===== config.mk =====
export PLATFORM = sky130hd
export DESIGN_NAME = poly2_sample_window_flat
export DESIGN_NICKNAME = d
export VERILOG_FILES = /design/src/rtl/poly2_sample_window_if.sv /design/src/rtl/poly2_sample_window.sv /design/src/flat_wrapper.sv
export SDC_FILE = /design/constraint.sdc
export NUM_CORES = 1
export LEC_CHECK = 0
export ABC_AREA = 1
export CAP_MARGIN = 25
export CELL_PAD_IN_SITES_DETAIL_PLACEMENT = 1
export CELL_PAD_IN_SITES_GLOBAL_PLACEMENT = 1
export CORE_MARGIN = 4
export CORE_UTILIZATION = 38
export CTS_BUF_LIST = sky130_fd_sc_hd__clkbuf_16
export DETAILED_ROUTE_END_ITERATION = 10
export HOLD_SLACK_MARGIN = 0.08
export PLACE_DENSITY = 0.84
export SYNTH_ARGS = -nofsm -noshare
export SYNTH_HDL_FRONTEND = slang
export SYNTH_SLANG_ARGS = --single-unit

===== constraint.sdc =====
create_clock -name clk -period 5.4 [get_ports clk]
set_clock_uncertainty 0.2 [all_clocks]
set_input_delay 0.81 -clock clk [delete_from_list [all_inputs] [get_ports clk]]
set_output_delay 0.81 -clock clk [all_outputs]
set_load 0.005 [all_outputs]

===== src/rtl/poly2_sample_window_if.sv =====
// rtl/poly2_sample_window_if.sv - sample-in / window-out handshake bundle for poly2_sample_window
interface poly2_sample_window_if #(
   parameter int DATA_WIDTH = 16,
   parameter int PHASES     = 4
);
   localparam int PW = $clog2(PHASES);

   logic [DATA_WIDTH-1:0] data_i;
   logic                  valid_i;
   logic                  ready_o;
   logic [DATA_WIDTH-1:0] x0_o;
   logic [DATA_WIDTH-1:0] x1_o;
   logic [DATA_WIDTH-1:0] x2_o;
   logic [PW-1:0]         phase_o;
   logic                  last_o;
   logic                  valid_o;
   logic                  ready_i;
   logic                  primed_o;

   // block side
   modport slave (
      input  data_i, valid_i, ready_i,
      output ready_o, x0_o, x1_o, x2_o, phase_o, last_o, valid_o, primed_o
   );

   // environment side: feeds samples upstream, consumes steps downstream
   modport master (
      output data_i, valid_i, ready_i,
      input  ready_o, x0_o, x1_o, x2_o, phase_o, last_o, valid_o, primed_o
   );
endinterface


===== src/rtl/poly2_sample_window.sv =====
// rtl/poly2_sample_window.sv - 3-tap sliding window feeder issuing PHASES steps per window
module poly2_sample_window #(
   parameter int DATA_WIDTH = 16,
   parameter int PHASES     = 4
) (
   input  logic                  clk,
   input  logic                  rsth,
   input  logic                  clrh,
   poly2_sample_window_if.slave  bus
);
   localparam int          PW       = $clog2(PHASES);
   localparam logic [PW-1:0] LAST_PH = PW'(PHASES - 1);

   typedef enum logic [1:0] {ST_FILL, ST_EMIT, ST_LOAD} state_e;

   state_e                state_q, state_d;
   logic [1:0]            fill_cnt_q, fill_cnt_d;
   logic [DATA_WIDTH-1:0] x0_q, x0_d;
   logic [DATA_WIDTH-1:0] x1_q, x1_d;
   logic [DATA_WIDTH-1:0] x2_q, x2_d;
   logic [PW-1:0]         phase_q, phase_d;
   logic                  last_q, last_d;
   logic                  valid_q, valid_d;
   logic                  primed_q, primed_d;

   logic ready;
   logic accept;
   logic step;

   // ready depends on state alone so upstream never sees a combinational path from ready_i
   assign ready  = (state_q != ST_EMIT);
   assign accept = bus.valid_i & ready;
   assign step   = valid_q & bus.ready_i;

   // next-state and registered-output decode; clear wins over every handshake
   always_comb begin
      state_d    = state_q;
      fill_cnt_d = fill_cnt_q;
      x0_d       = x0_q;
      x1_d       = x1_q;
      x2_d       = x2_q;
      phase_d    = phase_q;
      last_d     = last_q;
      valid_d    = valid_q;
      primed_d   = primed_q;

      if (clrh) begin
         state_d    = ST_FILL;
         fill_cnt_d = 2'd0;
         x0_d       = '0;
         x1_d       = '0;
         x2_d       = '0;
         phase_d    = '0;
         last_d     = 1'b0;
         valid_d    = 1'b0;
         primed_d   = 1'b0;
      end else begin
         unique case (state_q)
            ST_FILL: begin
               if (accept) begin
                  x2_d = x1_q;
                  x1_d = x0_q;
                  x0_d = bus.data_i;
                  if (fill_cnt_q == 2'd2) begin
                     fill_cnt_d = 2'd0;
                     primed_d   = 1'b1;
                     phase_d    = '0;
                     last_d     = 1'b0;
                     valid_d    = 1'b1;
                     state_d    = ST_EMIT;
                  end else begin
                     fill_cnt_d = fill_cnt_q + 2'd1;
                  end
               end
            end
            ST_EMIT: begin
               if (step) begin
                  if (phase_q == LAST_PH) begin
                     // wrap happens here only; the window then waits in LOAD for a new sample
                     phase_d = '0;
                     last_d  = 1'b0;
                     valid_d = 1'b0;
                     state_d = ST_LOAD;
                  end else begin
                     phase_d = phase_q + PW'(1);
                     last_d  = ((phase_q + PW'(1)) == LAST_PH);
                  end
               end
            end
            ST_LOAD: begin
               if (accept) begin
                  x2_d    = x1_q;
                  x1_d    = x0_q;
                  x0_d    = bus.data_i;
                  phase_d = '0;
                  last_d  = 1'b0;
                  valid_d = 1'b1;
                  state_d = ST_EMIT;
               end
            end
            default: begin
               state_d = ST_FILL;
            end
         endcase
      end
   end

   // state and output registers, asynchronously reset to the same image as clear
   always_ff @(posedge clk or posedge rsth) begin
      if (rsth) begin
         state_q    <= ST_FILL;
         fill_cnt_q <= 2'd0;
         x0_q       <= '0;
         x1_q       <= '0;
         x2_q       <= '0;
         phase_q    <= '0;
         last_q     <= 1'b0;
         valid_q    <= 1'b0;
         primed_q   <= 1'b0;
      end else begin
         state_q    <= state_d;
         fill_cnt_q <= fill_cnt_d;
         x0_q       <= x0_d;
         x1_q       <= x1_d;
         x2_q       <= x2_d;
         phase_q    <= phase_d;
         last_q     <= last_d;
         valid_q    <= valid_d;
         primed_q   <= primed_d;
      end
   end

   assign bus.ready_o  = ready;
   assign bus.x0_o     = x0_q;
   assign bus.x1_o     = x1_q;
   assign bus.x2_o     = x2_q;
   assign bus.phase_o  = phase_q;
   assign bus.last_o   = last_q;
   assign bus.valid_o  = valid_q;
   assign bus.primed_o = primed_q;
endmodule


===== src/flat_wrapper.sv =====
// flat-port wrapper written by rule: the top's interface ports become plain ports
module poly2_sample_window_flat 
#(
   parameter int DATA_WIDTH = 16,
   parameter int PHASES     = 4
)
  (clk, rsth, clrh, bus_data_i, bus_valid_i, bus_ready_i, bus_ready_o, bus_x0_o, bus_x1_o, bus_x2_o, bus_phase_o, bus_last_o, bus_valid_o, bus_primed_o);
  poly2_sample_window_if #(.DATA_WIDTH(DATA_WIDTH), .PHASES(PHASES)) bus_i ();
  input  logic clk;
  input  logic rsth;
  input  logic clrh;
  input wire logic [$bits(bus_i.data_i)-1:0] bus_data_i;
  input wire logic [$bits(bus_i.valid_i)-1:0] bus_valid_i;
  input wire logic [$bits(bus_i.ready_i)-1:0] bus_ready_i;
  output wire logic [$bits(bus_i.ready_o)-1:0] bus_ready_o;
  output wire logic [$bits(bus_i.x0_o)-1:0] bus_x0_o;
  output wire logic [$bits(bus_i.x1_o)-1:0] bus_x1_o;
  output wire logic [$bits(bus_i.x2_o)-1:0] bus_x2_o;
  output wire logic [$bits(bus_i.phase_o)-1:0] bus_phase_o;
  output wire logic [$bits(bus_i.last_o)-1:0] bus_last_o;
  output wire logic [$bits(bus_i.valid_o)-1:0] bus_valid_o;
  output wire logic [$bits(bus_i.primed_o)-1:0] bus_primed_o;
  assign bus_i.data_i = bus_data_i;
  assign bus_i.valid_i = bus_valid_i;
  assign bus_i.ready_i = bus_ready_i;
  assign bus_ready_o = bus_i.ready_o;
  assign bus_x0_o = bus_i.x0_o;
  assign bus_x1_o = bus_i.x1_o;
  assign bus_x2_o = bus_i.x2_o;
  assign bus_phase_o = bus_i.phase_o;
  assign bus_last_o = bus_i.last_o;
  assign bus_valid_o = bus_i.valid_o;
  assign bus_primed_o = bus_i.primed_o;
  poly2_sample_window #(.DATA_WIDTH(DATA_WIDTH), .PHASES(PHASES)) u_core (.clk(clk), .rsth(rsth), .clrh(clrh), .bus(bus_i));
endmodule

==> impl_metrics.csv <==
group,metric,value,unit
placed_design,port_buffers,74,
flow_run,maxCapViolations,0,
placed_design,place_inst,434,
clock_network,clk_latency,0.32,ns
yosys,ys_types,26,
hold_path,hp-class,"register to register",
detailed_routing,drt-pass1-iter-count,4,
critical_path,worstSetupPathType,"register to primary output",
yosys,syn_inst,280,
sta,grt_setup_unrepaired,"false",
critical_path,worst_setup_path_end_kind,"primary output",
clock_network,cts_root_buf,"clkbuf_16",
yosys,synthesis.area,0.00268,mm^2
power,p_per_area,428,mW/mm^2
yosys,ys_ff_latch,57,
hold_path,holdPathStages,1,
power,p_leak,1.58,nW
critical_path,critPathMaxFanout,7,
power,peakVddDrop,184,uV
detailed_routing,num_vias,2201,
yosys,yosysWarnings,0,
layout,nets,376,
yosys,ys_seq_area_share,53.2,%
critical_path,critPathMaxStageDelay,0.53,ns
floorplan,start_util,39.2,%
layout,areaGrowthSynthToFinish,37.1,%
layout,layout.cells.non_filler,450,
placed_design,dp_hpwl,4450,um
floorplan,die_h,92.0,um
sta,fmax,357,MHz
layout,mostFrequentLayoutCells,"clkdlybuf4s50_1, dfrtp_1, nand3_1",
clock_network,cts_inserted_buffers,9,
global_routing,grt_overflow_total,0,
layout,final_common_cell,"clkdlybuf4s50_1",
clock_network,hold_buffers,0,
yosys,synth_nets,307,
detailed_routing,drc,0,
layout,n_fill_cell,779,
layout,drive_gt1_share,12.1,%
global_routing,grt_pass1_vias,2266,
floorplan,coreArea,0.00683,mm^2
global_routing,antenna_found_initial,0,
floorplan,num_io_pins,75,
critical_path,crit_required,4.39,ns
critical_path,regToRegEndpoint,"u_core.bus.x2_o[3]$_DFFE_PP0P_",
placed_design,gp_congestion,0.816,
layout,antenna_cells,0,
clock_network,cts-resized-gates,0,
detailed_routing,drt_iter0_markers,93,
floorplan,num_rows,30,
detailed_routing,avgViaCountPerCell,4.89,
floorplan,die-area,0.00846,mm^2
hold_path,holdPathEnd,"u_core.fill_cnt_q[0]$_DFFE_PP0P_",
sta,final_hold_viol_count,0,
run_status,status,"finished, final reports clean",
critical_path,r2r-start,"u_core.state_q[0]$_DFFE_PP0P_",
critical_path,worstPathArrival,1.79,ns
yosys,syn_area_per_cell,9.57,um^2
critical_path,reg2regPathDepth,6,
global_routing,grt_usage,17.6,%
critical_path,worstSetupStartpointType,"register",
sta,setup_viol,0,
global_routing,grt_start_max_net_pins,81,
detailed_routing,antenna_left,0,
critical_path,crit_family,"buffers and inverters",
clock_network,cts.clk_slew.worst_paths,0.05,ns
critical_path,worstPathCellList,"ha_1 -> inv_1 -> clkdlybuf4s50_1",
sta,tns,0,ns
clock_network,cts.sinks,57,
clock_network,cts_buffer_depth,2,
sta,relSlewSlack,34.9,%
detailed_routing,wl,7060,um
layout,fin_util,53.8,%
hold_path,hold_path.startpoint,"u_core.fill_cnt_q[0]$_DFFE_PP0P_",
sta,drv_slew,0,
critical_path,cp_slowest_cell,"clkdlybuf4s50_1",
floorplan,die_w,92.0,um
clock_network,htreeDepth,3,
sta,worst_slew_pin_slew,0.976,ns
detailed_routing,avgRoutedWirePerCell,15.7,um
critical_path,rrSetupSlack,3.02,ns
clock_network,cts_tree,"yes",
sta,finalCritPeriodShare,51.9,%
critical_path,crit_buf_inv,2,
clock_network,cts_setup_buffers,0,
global_routing,grt_pass1_wl,11700,um
sta,fin_crit,2.80,ns
-- cells by family after synthesis --
| kind of cell | synth area share, % |
|---|---|
| DFF | 53.2 |
| buffers and inverters | 9.52 |
| and+or+nand+nor | 20.5 |
| adders and majority gates | 2.80 |
| muxes | 0.373 |
| AOI/OAI and AO/OA | 13.6 |
-- cells in the mapped netlist --
library cell / instances / area [um^2]
clkbuf_2: 1 / 5.00
nand3_1: 43 / 215
nor2_4: 2 / 22.5
nor2_2: 1 / 6.26
nand2_1: 40 / 150
ha_1: 6 / 75.1
nand2_2: 3 / 18.8
buf_2: 6 / 30.0
o21ai_0: 37 / 185
a31oi_1: 1 / 6.26
nand2_4: 4 / 45.0
mux2i_1: 1 / 10.0
nand3b_4: 1 / 20.0
nor3_1: 1 / 5.00
inv_2: 2 / 7.51
inv_4: 1 / 6.26
nor2_8: 2 / 40.0
o22ai_1: 1 / 6.26
buf_4: 3 / 22.5
buf_6: 7 / 78.8
o21ai_1: 2 / 10.0
a21oi_1: 12 / 60.1
o21ai_2: 11 / 96.3
dfrtp_1: 57 / 1430
nor2_1: 7 / 26.3
inv_1: 28 / 105
-- worst max-delay path by stage --
stage | startpoint | end | depth (start not counted)
3_3_place_gp | clrh | u_core.bus.x2_o[15]$_DFFE_PP0P_ | 4
2_1_floorplan | rsth | u_core.bus.last_o$_DFFE_PP0P_ | 1
4_1_cts | u_core.state_q[0]$_DFFE_PP0P_ | bus_ready_o | 3
3_5_place_dp | clrh | u_core.bus.x2_o[0]$_DFFE_PP0P_ | 4
5_1_grt | clrh | u_core.bus.x1_o[13]$_DFFE_PP0P_ | 4
6_report | u_core.state_q[0]$_DFFE_PP0P_ | bus_ready_o | 3
-- report_power, final --
| part | switching (mW) | internal (mW) | leakage, nW |
|---|---|---|---|
| logic | 0.283 | 0.227 | 0.678 |
| registers | 0.0637 | 0.501 | 0.777 |
| clock network | 0.193 | 0.304 | 0.126 |
-- area by class of cell --
class	count	area, um^2	area share, %
flip-flops and latches	57	1430	38.8
multi-input cells	175	998	27.2
repair buffers	75	748	20.4
clock buffers	9	225	6.13
well taps	96	120	3.27
inverters	31	119	3.23
clock inverters	7	37.5	1.02
-- state kept, by name, summed over array words and instances (netlist names) --
register             count
u_core.bus.x0_o         16
u_core.bus.x1_o         16
u_core.bus.x2_o         16
u_core.bus.phase_o       2
u_core.fill_cnt_q        2
u_core.state_q           2
u_core.bus.last_o        1
u_core.bus.primed_o      1
u_core.bus.valid_o       1
-- routing by layer --
layer	up-vias	share of wire (%)	global-route usage [%]
met5	-	0	0
met4	0	1.8	8.17
met3	10	4.3	3.77
met2	53	51	28.3
met1	1080	43	22.7
li1	1058	-	-
-- stage by stage --
step | total power, mW | instance area, um^2 | hold slack [ns] | worst slack [ns]
after floorplan | 0.894 | 2680 | 0.251 | 2.99
after global placement | 1.06 | 3410 | 0.262 | 2.30
after detailed placement | 1.08 | 3410 | 0.275 | 2.24
after CTS | 1.59 | 3670 | 0.282 | 2.58
after global routing | 1.67 | 3670 | 0.294 | 2.37
final | 1.57 | 3670 | 0.278 | 2.60
Note: power is estimated with default switching activity, not from simulation.
